[src/rtl/adder_seq_ctrl_pkg.sv]
// adder_seq_ctrl_pkg: shared state encoding and slice width for the nibble-serial adder
package adder_seq_ctrl_pkg;
  typedef enum logic [1:0] {
    IDLE = 2'b00,
    RUN  = 2'b01,
    DONE = 2'b10
  } state_t;
  localparam int NIBBLE_W = 4;
endpackage

[src/rtl/adder_seq_ctrl_fa4_slice.sv]
// fa4_slice: combinational 4-bit adder slice with carry in/out
module fa4_slice
  import adder_seq_ctrl_pkg::*;
(
  input  logic [NIBBLE_W-1:0] a,
  input  logic [NIBBLE_W-1:0] b,
  input  logic                cin,
  output logic [NIBBLE_W-1:0] s,
  output logic                co
);
  assign {co, s} = {1'b0, a} + {1'b0, b} + {{NIBBLE_W{1'b0}}, cin};
endmodule

[src/rtl/adder_seq_ctrl.sv]
// adder_seq_ctrl: nibble-serial adder reusing one 4-bit slice, LSB nibble first
module adder_seq_ctrl
  import adder_seq_ctrl_pkg::*;
#(
  parameter int NIBBLES = 4
) (
  input  logic                   clk,
  input  logic                   rst_n,
  input  logic                   start,
  input  logic [4*NIBBLES-1:0]   a,
  input  logic [4*NIBBLES-1:0]   b,
  input  logic                   cin,
  output logic [4*NIBBLES-1:0]   sum,
  output logic                   cout,
  output logic                   busy,
  output logic                   done
);
  localparam int WIDTH = NIBBLE_W * NIBBLES;
  localparam int IW = NIBBLES > 1 ? $clog2(NIBBLES) : 1;
  localparam logic [IW-1:0] LAST = IW'(NIBBLES - 1);
  state_t              state;
  logic [IW-1:0]       idx;
  logic                carry;
  logic                co;
  logic [WIDTH-1:0]    a_q;
  logic [WIDTH-1:0]    b_q;
  logic [NIBBLE_W-1:0] s;
  fa4_slice u_slice (
    .a  (a_q[idx*NIBBLE_W +: NIBBLE_W]),
    .b  (b_q[idx*NIBBLE_W +: NIBBLE_W]),
    .cin(carry),
    .s  (s),
    .co (co)
  );
  always_ff @(posedge clk or negedge rst_n) begin
    if (!rst_n) begin
      state <= IDLE;
      idx   <= '0;
      carry <= 1'b0;
      a_q   <= '0;
      b_q   <= '0;
      sum   <= '0;
      cout  <= 1'b0;
      busy  <= 1'b0;
      done  <= 1'b0;
    end else begin
      case (state)
        IDLE, DONE: begin
          done <= 1'b0;
          if (start) begin
            a_q   <= a;
            b_q   <= b;
            carry <= cin;
            sum   <= '0;
            idx   <= '0;
            busy  <= 1'b1;
            state <= RUN;
          end else begin
            busy  <= 1'b0;
            state <= IDLE;
          end
        end
        RUN: begin
          sum[idx*NIBBLE_W +: NIBBLE_W] <= s;
          carry <= co;
          if (idx == LAST) begin
            cout  <= co;
            idx   <= '0;
            busy  <= 1'b0;
            done  <= 1'b1;
            state <= DONE;
          end else begin
            idx <= idx + 1'b1;
          end
        end
        default: begin
          busy  <= 1'b0;
          done  <= 1'b0;
          state <= IDLE;
        end
      endcase
    end
  end
endmodule

[config.mk]
export PLATFORM = sky130hd
export DESIGN_NAME = adder_seq_ctrl
export DESIGN_NICKNAME = d
export VERILOG_FILES = /design/src/rtl/adder_seq_ctrl_pkg.sv /design/src/rtl/adder_seq_ctrl_fa4_slice.sv /design/src/rtl/adder_seq_ctrl.sv
export SDC_FILE = /design/constraint.sdc
export NUM_CORES = 1
export LEC_CHECK = 0
export ABC_AREA = 1
export BUFFER_PORTS_ARGS = -buffer_cell sky130_fd_sc_hd__buf_4
export CORE_MARGIN = 3
export CORE_UTILIZATION = 58
export CTS_CLUSTER_DIAMETER = 150
export DETAILED_ROUTE_END_ITERATION = 6
export GPL_TIMING_DRIVEN = 0
export PLACE_DENSITY = 0.84
export SYNTH_ARGS = -nofsm -noshare
export SYNTH_HDL_FRONTEND = slang
export SYNTH_SLANG_ARGS = --single-unit
[constraint.sdc]
create_clock -name clk -period 5.6 [get_ports clk]
set_clock_uncertainty 0.1 [all_clocks]
set_input_delay 0 -clock clk [delete_from_list [all_inputs] [get_ports clk]]
set_output_delay 0 -clock clk [all_outputs]
set_load 0.02 [all_outputs]
---- After elaboration in Yosys (flattened, before gate mapping) ----
Index checks and enable logic that the tools add are counted.
word-level totals
  bits in registers ....................... 56
  bits in latches ......................... 0
  bits in writable memories ............... 0
  bits in read-only memories .............. 0
  input port bits ......................... 36
  output and inout port bits .............. 19
  word-level logic and storage cells ...... 44
  memories ................................ 0
operators by class
  $add $sub $neg .......................... 4
  multiply operators ...................... 0
  div/mod/pow operators ................... 0
  magnitude comparators ................... 0
  equal/unequal tests ..................... 5
  shift operators ......................... 4
  multiplexer cells ....................... 16
  bitwise gates (word level) .............. 0
  reductions and logical operators ........ 6
operators with widths
  cell                     count
  $neg 4->34               1
  $shift 4x34->16 const A  1
  $shiftx 4x34->16         1
  $pmux 16 s2              1
  $shiftx 16x5->4          2
  $bwmux 16                1
  $mux 16                  1
  $pmux 2 s2               2
  $mux 1                   6
  $mux 2                   3
  $reduce_and 2->1         3
  $add 4x4->5              1
  $add 5x1->5              1
  $eq 2x2->1 const B       2
  $ne 2x2->1 const B       2
  $pmux 1 s2               2
  $add 2x1->2 const B      1
  $eq 2x1->1 const B       1
  $logic_not 2->1          1
  $reduce_bool 2->1        1
  $reduce_or 2->1          1

---- Depth between registers and ports, before layout ----
Gate-level depths: netlist of the first run.
  depth after elaboration ................. 6
  mapped depth ............................ 12
  depth with buffers taken out ............ 10

---- Hierarchy ----
A second synthesis of the first run with hierarchy kept.
unflattened totals
  cells, all modules ...................... 331
  area, all modules ....................... 2745.1 um2
by module, submodules not included
  module          instances  cells each  area each (um2)  seq. area each (um2)
  adder_seq_ctrl  1          310         2595.0           1376.3
  fa4_slice       1          21          150.1            0.0

---- Worst setup path after synthesis of the first run ----
OpenSTA, ideal clock, no wires.
  path kind ............................... reg-to-reg
  from .................................... reg idx[0]
  to ...................................... reg cout
  library setup time ...................... 125 ps
  data arrival time ....................... 2237 ps
  data required time ...................... 5375 ps
  setup slack ............................. 3138 ps
  stages on the path, launching flop included .. 10
  buffers on the path ..................... 2
  period minus slack after synthesis ...... 2462 ps
  cells stage by stage .................... dfrtp_1 buf_2 buf_2 o21ai_0 o22ai_1 fa_1 fa_1 a21oi_1 o21bai_1 mux2_2
on the way
  word-level cells in the longest chain between the ends .. 3
  elaborated cells between the ends (all ways) .. 6
  those cells by class .................... 2 x add/sub; 1 x eq/ne; 2 x shift; 1 x reduce/logical
ends and longest elaborated chain
  element                                    RTL line                                    source
  from (decl)                                adder_seq_ctrl.sv:22                        logic [IW-1:0] idx;
  from (signal assigned)                     adder_seq_ctrl.sv:73                        idx <= idx + 1'b1;
  $shiftx 16x5->4, on equally long branches  adder_seq_ctrl.sv:29, adder_seq_ctrl.sv:30
  $add 4x4->5                                adder_seq_ctrl_fa4_slice.sv:11              assign {co, s} = {1'b0, a} + {1'b0, b} + {{NIBBLE_W{1'b0}}, cin};
  $add 5x1->5                                adder_seq_ctrl_fa4_slice.sv:11
  to (signal assigned)                       adder_seq_ctrl.sv:67                        cout <= co;
  to (decl)                                  adder_seq_ctrl.sv:14                        output logic cout,
Parallel ways exist; a longest one is shown, timed or not.
A chain may end at the register's enable or synchronous reset.

---- Final worst setup path of the first run ----
  from .................................... reg idx[1]
  to ...................................... reg sum[14]
on the way
  word-level cells in the longest chain between the ends .. 6
  elaborated cells between the ends (all ways) .. 9
  those cells by class .................... 3 x add/sub; 4 x shift; 2 x mux
ends and longest elaborated chain
  element                                    RTL line                                    source
  $shiftx 16x5->4, on equally long branches  adder_seq_ctrl.sv:29, adder_seq_ctrl.sv:30
  $add 4x4->5                                adder_seq_ctrl_fa4_slice.sv:11
  $add 5x1->5                                adder_seq_ctrl_fa4_slice.sv:11
  $shiftx 4x34->16                           adder_seq_ctrl.sv:64                        sum[idx*NIBBLE_W +: NIBBLE_W] <= s;
  $bwmux 16 (*)                              adder_seq_ctrl.sv:64
  $pmux 16 s2 (*)                            adder_seq_ctrl.sv:47                        case (state)
  to (signal, indexed assignment)            adder_seq_ctrl.sv:64
  to (decl)                                  adder_seq_ctrl.sv:13                        output logic [4*NIBBLES-1:0] sum,
Mark *: on every way between the ends. The rest lies on a longest branch, timed or not.

==> summary.txt, run 1 <==
Clocking
  – Cts bufs inserted: 5
  – CTS sink count: 54
  – Clock-pin slew on the worst setup and hold paths: 90 ps
  – # Post-CTS Setup Buffers: 0
  – Clock buffer depth: 2
  – CTS root buffer: clkbuf_8
  – CTS tree: done
  – H-tree lvl count: 2
  – Clk Latency, worst-skew pair: 320 ps

Route
  – Routed len/inst: 15.0 um
  – Via count: 2450
  – 1st-iter DRT viols: 165
  – Pre-antenna DRT Iters: 4
  – Vias/cell: 5.43
  – Antenna viol nets, final: 0
  – Total wire length: 6790 um
  – # DRC: 0

Timing
  – Setup_tns: 0 ps
  – Final Max Slew Viols: 0
  – Fin crit share: 54.7%
  – Min cycle time layout: 3060 ps
  – Setup Viol. Count Final: 0
  – Relative max-transition margin: 55.9%
  – Post-route setup slack: 2540 ps
  – Unrepaired setup endpoints after global routing: false
  – Worst-Margin Slew: 662 ps
  – Final Hold Viols: 0
  – Max Clock Freq: 327 MHz
  – Hold WS: 52.9 ps

Synth
  – Mean Syn Cell Area: 8.34 um2
  – Syn Inst Count: 305
  – Top post-synthesis cells by area: dfrtp_1 53%, nand2_1 18%, o21ai_0 4.9%
  – Synth area leader: dfrtp_1
  – Yosys reg bits: 54
  – Top cells by count, synth: 124 x nand2_1, 54 x dfrtp_1, 25 x o21ai_0
  – Prevailing post-synth register cell: dfrtp_1
  – Mapped cell area: 0.00254 mm2
  – Yosys cell types: 23
  – Register area share after synthesis: 53.1%
  – Mapped Nets: 351
  – Synthesis warning total: 0
  – Most common cell in the netlist: nand2_1
  – Number of synthesized flops with an enable pin: 0
  – Synth top area share: 53.1%
  – Post-synth ARST share: 100%

Worst hold path
  – Worst hold start: start
  – End of the worst hold path: sum[7]$_DFFE_PN0P_
  – Min-Delay Path Class: in2reg
  – Hold depth: 6

Critical path
  – Crit. End Element: flop
  – Worst Path Buf+Inv: 1
  – Crit path max fanout: 12
  – Largest delay share family, worst path: adder cells
  – Critical path launch point type: flop
  – Crit-path max cell delay: 600 ps
  – Critical path type: reg2reg
  – Worst path cell trace: clkinv_1 > o21ai_0 > o22ai_1 > fa_1 > fa_1 > xnor2_1 > nor2_1 > nand2_1 > o21ai_0
  – Flop-to-flop setup slack: 2540 ps
  – Worst path arrival time: 3170 ps
  – Worst EP required: 5710 ps
  – Cells on worst reg2reg path: 9
  – Slowest cell on crit path: dfrtp_1
  – Levels on crit path: 9
  – FF-to-FF End: sum[14]$_DFFE_PN0P_
  – Reg2reg start: idx[1]$_DFFE_PN0P_

Cells and area
  – Fin util: 84.3%
  – Fillers: 250
  – Layout cells sized above 1: 19.3%
  – Nets: 446
  – Final std cells w/o fill: 451
  – Layout area overhead: 36.3%
  – Final instance area: 0.00347 mm2

Placed design
  – # port buffers: 54
  – Placed cell count: 409
  – Dpl hpwl: 4420 um
  – Post-place instance area: 0.00301 mm2
  – Gpl congestion: 0.936
  – Pre-CTS worst setup slack: 2680 ps

Global route
  – Vias in the first global route: 2442
  – Remaining global-route overflow: 0
  – Initial antenna violation count: 1
  – Largest net degree at the start of global routing: 55
  – Total track usage: 28.5%
  – Global-route wire length before repair: 11300 um

Job
  – Max Cap Violations: 0

Power and ir drop
  – Worst vdd ir: 0.290 mV
  – LEAKAGE: 1.83 nW
  – Final Total Pwr: 1.99 mW
  – P per Cell Area: 573 mW/mm2

Floorplanning
  – Die ar.: 0.00522 mm2
  – IO Count: 55
  – Row count: 23
  – Die Wd: 72.2 um
  – Die Ht: 72.2 um
  – Effective utilization at floorplan: 61.8%
  – Core ar.: 0.00412 mm2

Status
  – Run status: complete, no violations
==> worst max path at each step <==
stage                       startpoint             endpoint
floorplan           idx[0]$_DFFE_PN0P_     cout$_DFFE_PN0P_
global placement    idx[1]$_DFFE_PN0P_  sum[14]$_DFFE_PN0P_
detailed placement  idx[1]$_DFFE_PN0P_  sum[14]$_DFFE_PN0P_
CTS                 idx[1]$_DFFE_PN0P_  sum[14]$_DFFE_PN0P_
global route        idx[1]$_DFFE_PN0P_  sum[14]$_DFFE_PN0P_
finish              idx[1]$_DFFE_PN0P_  sum[14]$_DFFE_PN0P_
==> what timing repair did <==
item                                   in CTS  in global routing
hold buffers                               34                  0
gates resized for setup                     0                  0
endpoints found under the hold margin      87                  0
==> flip-flops by register name, summed over array words and instances (netlist names) <==
| signal | flops |
|---|---|
| cout | 1 |
| state | 1 |
| sum | 16 |
| b_q | 16 |
| done | 1 |
| idx | 2 |
| a_q | 16 |
| carry | 1 |
==> final cells by class <==
cell class	count	area (um2)	area share, %
flip-flops and latches	54	1350	39.0
multi-input cells	217	1040	30.0
repair buffers	88	746	21.5
inverters	23	86.3	2.49
clock buffers	6	82.6	2.38
plain buffers	11	65.1	1.88
well taps	50	62.6	1.80
clock inverters	1	30.0	0.866
diodes	1	2.50	0.0722
==> power breakdown <==
group | switching [mW] | internal [mW]
Clock | 0.129 | 0.143
Sequential | 0.112 | 0.554
Combinational | 0.659 | 0.390
Total | 0.900 | 1.09
==> logic make-up (layout without fill, tap and decap cells) <==
logic type	count (synthesis)	in the layout	share of synthesized area [%]
adder cells (fa/ha/maj)	10	10	5.51
AND/OR/NAND/NOR	162	162	25.3
XOR/XNOR	1	1	0.344
buffers and inverters	34	129	5.95
other	0	1	0
flip-flops	54	54	53.1
multiplexers	1	1	0.443
AO/OA/AOI/OAI	43	43	9.30
==> worst min-delay path, delay by kind of cell <==
| family | cells | cell delay, ps |
|---|---|---|
| AND/OR/NAND/NOR | 3 | 180 |
| AO/OA/AOI/OAI | 1 | 90 |
| buffers and inverters | 2 | 160 |
==> layer usage <==
| layer | track usage (%) | share of wire, % | up-vias |
|---|---|---|---|
| met4 | 17.7 | 4.7 | 0 |
| met1 | 33.8 | 39 | 1140 |
| met2 | 46.8 | 49 | 125 |
| met5 | 0 | 0 | - |
| met3 | 6.65 | 8.1 | 27 |
| li1 | - | - | 1158 |
==> placed cells by master, fill, tap and decap left out, drive strengths merged <==
cell type    Yosys  final
a21oi            1      1
mux2             1      1
nor2            20     20
diode            0      1
ha               8      8
nand3           11     11
dfrtp           54     54
o22ai           11     11
o21bai           1      1
o21ai           28     28
fa               2      2
clkinv           1      1
nand2          125    125
o31ai            2      2
nand4            4      4
inv             22     22
xnor2            1      1
clkbuf           0      6
nor3             2      2
bufinv           0      1
buf             11     65
dlygate4sd3      0     34
(Power assumes the default switching activity.)
==> run 2: changes to the inputs <==
Settings changed: ABC_AREA 1 to 0, CORE_UTILIZATION 58 to 53, PLACE_DENSITY 0.84 to 0.78.
Clock period 5.6 ns to 3 ns, I/O delays scaled along.
==> run 2 against run 1 <==
Net effect:
- sequential power grew 85%
- combinational power grew 74%
- non-clock buffer count shrank 1
- first-iteration DRC count shrank 25%
- die area grew 5.9%
- synthesized cell count shrank 24%
- total power grew 76%
- core utilization shrank 8.0 points
- critical path type unchanged
- critical endpoint is now carry$_DFFE_PN0P_
- largest power group unchanged
==> summary.txt, run 2 <==
Placed design
  – # port buffers: 54 (unchanged)
  – Gpl congestion: 0.801 (-14%)
  – Dpl hpwl: 3730 um (-16%)
  – Placed cell count: 337 (-18%)

Timing
  – Final Max Slew Viols: 0 (unchanged)
  – Relative max-transition margin: 56.4% (+0.53 points)
  – Max Clock Freq: 351 MHz (+7.4%)
  – Final Hold Viols: 0 (unchanged)
  – Setup Viol. Count Final: 0 (unchanged)
  – Hold WS: 31.1 ps (-21.8 ps)
  – Min cycle time layout: 2850 ps (-210 ps)
  – Fin crit share: 95.0% (+40 points)
  – Unrepaired setup endpoints after global routing: false
  – Worst-Margin Slew: 654 ps (-8.00 ps)

Synth
  – Mapped Nets: 277 (-21%)
  – Syn Inst Count: 231 (-24%)
  – Yosys reg bits: 54 (unchanged)
  – Most common cell in the netlist: nand2_1
  – Mapped cell area: 0.00247 mm2 (-2.7%)
  – Synthesis warning total: 0 (unchanged)
  – Top cells by count, synth: 98 x nand2_1, 54 x dfrtp_1, 12 x a22o_1
  – Synth top area share: 54.6% (+1.5 points)
  – Synth area leader: dfrtp_1
  – Register area share after synthesis: 54.6% (+1.5 points)
  – Yosys cell types: 30 (+30%)
  – Top post-synthesis cells by area: dfrtp_1 55%, nand2_1 15%, mux4_2 7.3%
  – Mean Syn Cell Area: 10.7 um2 (+28%)
  – Prevailing post-synth register cell: dfrtp_1
  – Number of synthesized flops with an enable pin: 0 (unchanged)
  – Post-synth ARST share: 100% (unchanged)

Floorplanning
  – Die Ht: 74.3 um (+2.9%)
  – IO Count: 55 (unchanged)
  – Die Wd: 74.3 um (+2.9%)
  – Row count: 24 (+4.3%)
  – Core ar.: 0.00444 mm2 (+8.0%)
  – Die ar.: 0.00553 mm2 (+5.9%)
  – Effective utilization at floorplan: 55.7% (-6.1 points)

Critical path
  – Worst path arrival time: 2940 ps (-230 ps)
  – Crit path from: idx[0]$_DFFE_PN0P_
  – Most used cell, CP: fa_1
  – Worst EP required: 3090 ps (-2620 ps)
  – Slowest cell on crit path: mux4_2
  – Critical path launch point type: flop
  – Largest delay share family, worst path: adder cells
  – Worst Path Buf+Inv: 1 (unchanged)
  – Crit path max fanout: 10 (-2)
  – Worst path cell trace: buf_6 > mux4_2 > fa_1 > fa_1 > a21o_1 > a21oi_1 > o211ai_1
  – Crit-path max cell delay: 550 ps (-50 ps)
  – FF-to-FF End: carry$_DFFE_PN0P_
  – Crit. End Element: flop
  – Reg2reg start: idx[0]$_DFFE_PN0P_
  – Cells on worst reg2reg path: 7 (-2)
  – Flop-to-flop setup slack: 150 ps (-2390 ps)
  – Critical path type: reg2reg

Cells and area
  – Most frequent cells in the layout: 98 x nand2_1, 54 x buf_4, 53 x dfrtp_1
  – Nets: 372 (-17%)
  – Final std cells w/o fill: 379 (-16%)
  – Top Registers: a_q x16, b_q x16, sum x16
  – Most common cell after layout, fill and taps aside: nand2_1
  – # diodes: 0 (-1)
  – Fillers: 283 (+13%)
  – Layout area overhead: 36.9%
  – Layout cells sized above 1: 25.4% (+6.1 points)

Route
  – Total wire length: 5880 um (-13%)
  – Antenna viol nets, final: 0 (unchanged)
  – Pre-antenna DRT Iters: 4 (unchanged)
  – Via count: 2040 (-17%)
  – Vias/cell: 5.38 (-0.92%)
  – # DRC: 0 (unchanged)
  – 1st-iter DRT viols: 123 (-25%)
  – Routed len/inst: 15.5 um (+3.1%)

Status
  – Run status: complete, no violations

Clocking
  – Clk Latency, worst-skew pair: 310 ps (about the same)
  – Clock-pin slew on the worst setup and hold paths: 90 ps (about the same)
  – # Post-CTS Setup Buffers: 0 (unchanged)
  – CTS sink count: 54 (unchanged)
  – H-tree lvl count: 2 (unchanged)
  – Clock buffer depth: 2 (unchanged)
  – CTS root buffer: clkbuf_8
  – CTS tree: done
  – Cts bufs inserted: 5 (unchanged)

Global route
  – Total track usage: 23.3% (-5.3 points)
  – Initial antenna violation count: 0 (-1)
  – Largest net degree at the start of global routing: 55 (unchanged)
  – Global-route wire length before repair: 9600 um (-15%)
  – Remaining global-route overflow: 0 (unchanged)
  – Vias in the first global route: 2058 (-16%)

Worst hold path
  – Hold depth: 5 (-1)
  – Min-Delay Path Class: in2reg
  – End of the worst hold path: b_q[2]$_DFFE_PN0P_
  – Worst hold start: start

Power and ir drop
  – P per Cell Area: 1030 mW/mm2 (+80%)
  – LEAKAGE: 1.74 nW (-4.8%)
  – Worst vdd ir: 0.557 mV (+92%)

Job
  – Max Cap Violations: 0 (unchanged)
run 2: layout make-up:
type / count / area [um2] / share of cell area [%]
buffer: 10 / 56.3 / 1.66
clock buffer: 6 / 82.6 / 2.44
clock inverter: 2 / 12.5 / 0.369
inverter: 3 / 11.3 / 0.332
multi-input combinational: 164 / 1060 / 31.3
sequential: 54 / 1350 / 39.9
tap: 52 / 65.1 / 1.92
timing repair buffer: 88 / 746 / 22.0
run 2: kinds of logic (layout without fill, tap and decap cells):
logic type                 after synthesis  after routing  synth area share, %
AOI/OAI and AO/OA                       30             30                 9.30
DFF                                     54             54                 54.6
muxes                                    8              8                 7.28
adders and majority gates               10             10                 5.66
buffers and inverters                   13            109                 2.53
and+or+nand+nor                        115            115                 20.3
xor gates and xnor gates                 1              1                0.354
run 2: worst max path at each step:
stage / slack, ps / cells after the start / end
finish: 150 / 7 / carry$_DFFE_PN0P_
global route: 30 / 7 / carry$_DFFE_PN0P_
CTS: 70 / 7 / carry$_DFFE_PN0P_
detailed placement: -20 / 7 / carry$_DFFE_PN0P_
global placement: -0.3 / 7 / carry$_DFFE_PN0P_
floorplan: 250 / 7 / sum[10]$_DFFE_PN0P_
run 2: through the flow:
stage          total power [mW]  instance area, um2  worst slack [ps]  utilization (%)  TNS [ps]
2_1_floorplan              2.47                2470               246                -         0
3_3_place_gp               2.97                2950            -0.346             66.3    -0.346
3_5_place_dp               3.02                2950             -24.5             66.3     -28.7
4_1_cts                    3.49                3380              65.8             76.1         0
5_1_grt                    3.74                3390              30.7             76.2         0
6_report                   3.49                3390               149             76.2         0
run 2: power by group:
part	switching (mW)	internal [mW]
Sequential	0.197	1.03
Clock	0.243	0.186
Combinational	1.02	0.811
Total	1.46	2.03
run 2: repair_timing:
action	in CTS	in global routing
resized for setup	1	3
hold buffers	34	0
endpoints found under the setup margin	4	2
hold endpoints to repair	87	0
run 2: per-layer routing:
metal  part of all wire [%]  GRT usage (%)  up-vias
met2                     52           40.9       58
met1                     42           29.0      997
met4                    1.6           8.70        0
met5                      0              0        -
li1                       -              -      976
met3                    4.1           3.78        9
run 2: tightest hold or removal path: stages:
cell and delay (ps):
buf_4 80, nand2b_1 40, buf_2 160, nand2_1 80
nand2_1 40
